**src/rtl/seven_seg_pkg.sv**
```systemverilog
`default_nettype none
// +----------------------------------------------------------------------------+
// | Module   : seven_seg_pkg                                                   |
// | Purpose  : Shared constants, scan-FSM state encoding and a small helper    |
// |            function for the seven-segment display path.                    |
// | Revision : 1.0 - initial release                                           |
// +----------------------------------------------------------------------------+
package seven_seg_pkg;

    // Segment-vector width driven by the decoder, and the value width it accepts.
    localparam int SEG_W = 7;
    localparam int VAL_W = 8;

    // Scan FSM state encoding (3 bits).
    localparam logic [2:0] ST_IDLE   = 3'd0;
    localparam logic [2:0] ST_SELECT = 3'd1;
    localparam logic [2:0] ST_SETTLE = 3'd2;
    localparam logic [2:0] ST_DRIVE  = 3'd3;
    localparam logic [2:0] ST_BLANK  = 3'd4;

    typedef enum logic [2:0] {
        S_IDLE   = ST_IDLE,
        S_SELECT = ST_SELECT,
        S_SETTLE = ST_SETTLE,
        S_DRIVE  = ST_DRIVE,
        S_BLANK  = ST_BLANK
    } scan_state_t;

    // Larger of two integers, used to size the shared dwell/blank timer.
    function automatic int max_int(input int a, input int b);
        return (a > b) ? a : b;
    endfunction

endpackage
`default_nettype wire

```
**src/rtl/seven_seg_scan_ctrl_scan_timer.sv**
```systemverilog
`default_nettype none
// +----------------------------------------------------------------------------+
// | Module   : scan_timer                                                      |
// | Purpose  : Loadable down-counter with a done flag. Counts down to zero and |
// |            holds there; a load takes priority over counting.               |
// | Ports    : clk, rst (async, active-high), i_load, i_load_val, o_done       |
// | Revision : 1.0 - initial release                                           |
// +----------------------------------------------------------------------------+
module scan_timer #(
    parameter int WIDTH = 16
) (
    input  logic             clk,
    input  logic             rst,
    input  logic             i_load,
    input  logic [WIDTH-1:0] i_load_val,
    output logic             o_done
);

    logic [WIDTH-1:0] r_count;

    always_ff @(posedge clk or posedge rst) begin
        if (rst) begin
            r_count <= '0;
        end else if (i_load) begin
            r_count <= i_load_val;
        end else if (r_count != '0) begin
            // Saturate at zero so the counter never wraps.
            r_count <= r_count - WIDTH'(1);
        end
    end

    assign o_done = (r_count == '0);

endmodule
`default_nettype wire

```
**src/rtl/seven_seg_scan_ctrl.sv**
```systemverilog
`default_nettype none
// +----------------------------------------------------------------------------+
// | Module   : seven_seg_scan_ctrl                                             |
// | Purpose  : Time-multiplexes one registered 7-seg decoder across NUM_DIGITS |
// |            digits. Holds a per-digit value register file written by host   |
// |            logic, steps SELECT -> SETTLE -> DRIVE -> BLANK per digit and   |
// |            drives the active-low anode of the digit being shown.           |
// | Ports    : clk, reset (async, active-high), enable, wr_en, wr_addr,        |
// |            wr_data -> dec_value, anode_n, digit_idx, frame_tick            |
// | Revision : 1.0 - initial release                                           |
// +----------------------------------------------------------------------------+
module seven_seg_scan_ctrl
    import seven_seg_pkg::*;
#(
    parameter int NUM_DIGITS = 4,
    parameter int DWELL_CYC  = 50000,
    parameter int BLANK_CYC  = 500
) (
    input  logic                          clk,
    input  logic                          reset,
    input  logic                          enable,
    input  logic                          wr_en,
    input  logic [$clog2(NUM_DIGITS)-1:0] wr_addr,
    input  logic [VAL_W-1:0]              wr_data,
    output logic [VAL_W-1:0]              dec_value,
    output logic [NUM_DIGITS-1:0]         anode_n,
    output logic [$clog2(NUM_DIGITS)-1:0] digit_idx,
    output logic                          frame_tick
);

    localparam int c_IDX_W = $clog2(NUM_DIGITS);
    localparam int c_TMR_W = $clog2(max_int(DWELL_CYC, BLANK_CYC) + 1);

    // The timer is reloaded with N-1 on entry so that the state lasts N cycles.
    localparam logic [c_TMR_W-1:0] c_DWELL_LOAD = c_TMR_W'(DWELL_CYC - 1);
    localparam logic [c_TMR_W-1:0] c_BLANK_LOAD = c_TMR_W'(BLANK_CYC - 1);
    localparam logic [c_IDX_W-1:0] c_LAST_IDX   = c_IDX_W'(NUM_DIGITS - 1);
    localparam logic [c_IDX_W:0]   c_NUM_EXT    = (c_IDX_W + 1)'(NUM_DIGITS);

    // ------------------------------------------------------------------
    // Value register file
    // ------------------------------------------------------------------
    logic [VAL_W-1:0] r_val [NUM_DIGITS];
    logic             w_wr_ok;

    // Addresses past the last digit exist when NUM_DIGITS is not a power of two.
    assign w_wr_ok = wr_en && ({1'b0, wr_addr} < c_NUM_EXT);

    always_ff @(posedge clk or posedge reset) begin
        if (reset) begin
            for (int i = 0; i < NUM_DIGITS; i++) begin
                r_val[i] <= '0;
            end
        end else if (w_wr_ok) begin
            r_val[wr_addr] <= wr_data;
        end
    end

    // ------------------------------------------------------------------
    // Dwell / blank timer
    // ------------------------------------------------------------------
    logic               w_tmr_load;
    logic [c_TMR_W-1:0] w_tmr_val;
    logic               w_tmr_done;

    scan_timer #(
        .WIDTH (c_TMR_W)
    ) u_timer (
        .clk        (clk),
        .rst        (reset),
        .i_load     (w_tmr_load),
        .i_load_val (w_tmr_val),
        .o_done     (w_tmr_done)
    );

    // ------------------------------------------------------------------
    // Scan FSM
    // ------------------------------------------------------------------
    scan_state_t           r_state;
    scan_state_t           w_state_nxt;
    logic [c_IDX_W-1:0]    w_idx_nxt;
    logic [NUM_DIGITS-1:0] w_anode_nxt;
    logic                  w_tick_nxt;
    logic                  w_load_dec;

    always_comb begin
        w_state_nxt = r_state;
        w_idx_nxt   = digit_idx;
        w_tick_nxt  = 1'b0;
        w_load_dec  = 1'b0;
        w_tmr_load  = 1'b0;
        w_tmr_val   = c_DWELL_LOAD;

        if (!enable) begin
            w_state_nxt = S_IDLE;
            w_idx_nxt   = '0;
        end else begin
            case (r_state)
                S_IDLE: begin
                    w_state_nxt = S_SELECT;
                    w_idx_nxt   = '0;
                end
                S_SELECT: begin
                    // Value is captured on the edge leaving SELECT; a write on the
                    // same edge lands in the register file after this read.
                    w_state_nxt = S_SETTLE;
                    w_load_dec  = 1'b1;
                end
                S_SETTLE: begin
                    w_state_nxt = S_DRIVE;
                    w_tmr_load  = 1'b1;
                    w_tmr_val   = c_DWELL_LOAD;
                end
                S_DRIVE: begin
                    if (w_tmr_done) begin
                        w_state_nxt = S_BLANK;
                        w_tmr_load  = 1'b1;
                        w_tmr_val   = c_BLANK_LOAD;
                    end
                end
                S_BLANK: begin
                    if (w_tmr_done) begin
                        w_state_nxt = S_SELECT;
                        if (digit_idx == c_LAST_IDX) begin
                            w_idx_nxt  = '0;
                            w_tick_nxt = 1'b1;
                        end else begin
                            w_idx_nxt = digit_idx + c_IDX_W'(1);
                        end
                    end
                end
                default: begin
                    w_state_nxt = S_IDLE;
                    w_idx_nxt   = '0;
                end
            endcase
        end

        // Anodes are a decode of the next state/index, so the registered output
        // carries no combinational path from any input.
        w_anode_nxt = '1;
        if (w_state_nxt == S_DRIVE) begin
            w_anode_nxt[w_idx_nxt] = 1'b0;
        end
    end

    always_ff @(posedge clk or posedge reset) begin
        if (reset) begin
            r_state    <= S_IDLE;
            digit_idx  <= '0;
            anode_n    <= '1;
            frame_tick <= 1'b0;
            dec_value  <= '0;
        end else begin
            r_state    <= w_state_nxt;
            digit_idx  <= w_idx_nxt;
            anode_n    <= w_anode_nxt;
            frame_tick <= w_tick_nxt;
            if (w_load_dec) begin
                dec_value <= r_val[digit_idx];
            end
        end
    end

endmodule
`default_nettype wire
```
**config.mk**
```make
export PLATFORM = sky130hd
export DESIGN_NAME = seven_seg_scan_ctrl
export DESIGN_NICKNAME = d
export VERILOG_FILES = /design/src/rtl/seven_seg_pkg.sv /design/src/rtl/seven_seg_scan_ctrl_scan_timer.sv /design/src/rtl/seven_seg_scan_ctrl.sv
export SDC_FILE = /design/constraint.sdc
export NUM_CORES = 1
export LEC_CHECK = 0
export ABC_AREA = 1
export BUFFER_PORTS_ARGS = -buffer_cell sky130_fd_sc_hd__buf_2
export CAP_MARGIN = 20
export CORE_ASPECT_RATIO = 1.25
export CORE_MARGIN = 8
export CORE_UTILIZATION = 55
export DETAILED_ROUTE_END_ITERATION = 12
export PLACE_DENSITY = 0.78
export SLEW_MARGIN = 20
export SYNTH_ARGS = -nofsm -noshare
export SYNTH_HDL_FRONTEND = slang
export SYNTH_SLANG_ARGS = --single-unit
```
**constraint.sdc**
```tcl
create_clock -name clk -period 3.8 [get_ports clk]
set_clock_uncertainty 0.05 [all_clocks]
set_input_delay 0.19 -clock clk [delete_from_list [all_inputs] [get_ports clk]]
set_output_delay 0.19 -clock clk [all_outputs]
set_load 0.03 [all_outputs]
```
==> out/metrics.cfg <==
[finish]
multi_input_area_um2=1360
finalNetCount=433
layout_common_cells=nand2_1 (76), dfrtp_1 (62), nor2_1 (61), o21ai_0 (50), inv_1 (30)
syn_to_final_growth_pct=12.0
n_antenna_cell=0
seq_area_um2=1660
filler_cell_count=488
final_common_cell=nand2_1
drive_gt1_share_pct=18.8

[routing]
first_pass_iters=4
vias_per_cell=5.28
vias=2572
drt-initial-drc-count=136
drc_errors=0
drt_wl_total_um=6580
wl_per_cell_um=13.5
drtAntennaViolNets=0

[outcome]
status=complete, no violations

[yosys]
synth_warnings=0
avgSynthCellArea_um2=8.36
synth-seq-cells=66
synth.distinct_cells=34
ys_seq_area_share_pct=51.5
netlist_area_um2=3220
synth_cells=385
synth_nets=402

[timing]
fin_crit_ns=1.88
slew_viol_final=0
layout_setup_ws_ns=1.92
fin_setup_tns_ns=0
slew_headroom_pct=43.2
rsz0062_at_grt=no
setup_violations=0
whs_ns=0.104
finalHoldViolations=0
fmax_ghz=0.531
min_period_over_period_pct=49.6
worstMarginPinSlew_ns=0.850

[critical_path]
critPathArrivalTime_ns=2.09
critPathSlowestCell=dfrtp_1
cp.required_ns=4.01
max_stage_delay_ns=0.75
critPathKind=flop to flop
start_kind=flop
worst-path-max-fanout=20
path_depth=7
ff2ff_path_depth=7
crit_buf_inv=1
critPathCaptureType=flop
critPathTopFamily=flip-flops
crit_chain=inv_1 -> nand2_1 -> nand3_1 -> nand3_1 -> nand2_1 -> nand2_1 -> nand3_1

[power]
power_mw=1.95
ir_drop_uv=322
p_per_area_nw_per_um2=541
p_leak_nw=1.76

[global_route]
grt-ovfl-total=0
grt_pass1_vias=2617
met3_usage_pct=3.41
gr-usage-met1_pct=20.2
busiest_layer=met2
grt_usage_pct=16.9
antenna_found_initial=0
grt_max_degree=43
grt_pass1_wl_um=11700
grt_use_met2_pct=29.1

[worst_hold_path]
min_path_cells=3
min_path_type=input port to flop

[cts]
cts.path.max_buffers=2
cts_sinks=66
insertion_delay_ns=0.34
numCtsBuffers=9
cts_tree=done
clk_pin_slew_worst_paths_ns=0.07
root_buffer=clkbuf_8
cts_max_level=3
cts_setup_buffers=0

[floorplan]
die_h_um=102
start_util_pct=56.1
ios=29
die_w_um=84.4
die_area_um2=8570
row_count=31
core_area_um2=5740

[place]
gp_congestion=0.840
dp_hpwl_um=4650
place_ws_ns=1.92
port_buffers=28

[flow_run]
drv_cap=0

synth_stat cells (all sizes together):
cell	number	area [um^2]
a21o	1	7.51
a21oi	6	37.5
a31oi	8	50.1
buf	5	31.3
clkbuf	5	18.8
clkinv	2	12.5
dfrtp	62	1550
dfstp	4	105
ha	3	37.5
inv	36	135
nand2	81	327
nand3	27	158
nand3b	1	7.51
nand4	3	18.8
nor2	73	324
nor3	4	30.0
nor3b	1	7.51
o211ai	1	7.51
o21ai	51	255
o32ai	2	17.5
xnor2	2	17.5
xor2	7	61.3
area by class of cell:
class | count | share of cell area (%)
flip-flops and latches | 66 | 46.0
multi-input cells | 271 | 37.8
repair buffers | 30 | 4.37
inverters | 38 | 4.10
clock buffers | 11 | 3.92
well taps | 66 | 2.29
clock inverters | 5 | 1.49
worst paths after layout:
path	from	to	slack [ns]
worst max-delay path	digit_idx[0]	anode_n[2]	1.92
max in group asynchronous	reset	anode_n[0]	2.29
worst min-delay path	wr_data[2]	r_val[18]	0.10
min in group asynchronous	reset	dec_value[4]	0.52
worst max register to register	digit_idx[0]	anode_n[2]	1.92
worst min register to register	r_val[1]	r_val[1]	0.43
cell families (layout without fill, tap and decap cells):
family / after synthesis / in the layout / share of synthesized area (%)
and+or+nand+nor: 190 / 190 / 27.1
AOI/OAI and AO/OA: 69 / 69 / 11.7
DFF: 66 / 66 / 51.5
buffers and inverters: 48 / 84 / 6.14
xor gates and xnor gates: 9 / 9 / 2.45
adders and majority gates: 3 / 3 / 1.17
report_power, final:
part	total [mW]	switching (mW)	internal [mW]
clock network	0.582	0.263	0.319
registers	0.928	0.0940	0.834
logic	0.439	0.279	0.160
total	1.95	0.636	1.31
layer usage:
layer  up-vias  share of wire (%)
met5         -                  0
met4         0                1.3
met3         9                3.3
met2        47                 51
met1      1209                 44
li1       1307                  -
worst register-to-register path, stage by stage, from the launching register on:
cell and delay (ns):
dfrtp_1 0.75, inv_1 0.41, nand2_1 0.14, nand3_1 0.08, nand3_1 0.13, nand2_1 0.09
nand2_1 0.08, nand3_1 0.08
through the flow:
step                util [%]  area (um^2)  instances
floorplan                  -         3220        385
global placement        59.2         3400        470
detailed placement      59.2         3400        470
CTS                     62.8         3600        487
global route            62.8         3600        487
finish                  62.8         3600        487
flip-flops by register name (all words and copies together), names as in the netlist:
signal and cells:
dec_value 8, u_timer.r_count 16, r_val 32, r_state 3, frame_tick 1, digit_idx 2
anode_n 4
what timing repair did:
item | in CTS | in global routing
endpoints found under the setup margin | 0 | 0
hold endpoints to repair | 1 | 0
hold buffers | 1 | 0
resized for setup | 0 | 0
No activity file was read; power rests on OpenSTA's default activity.
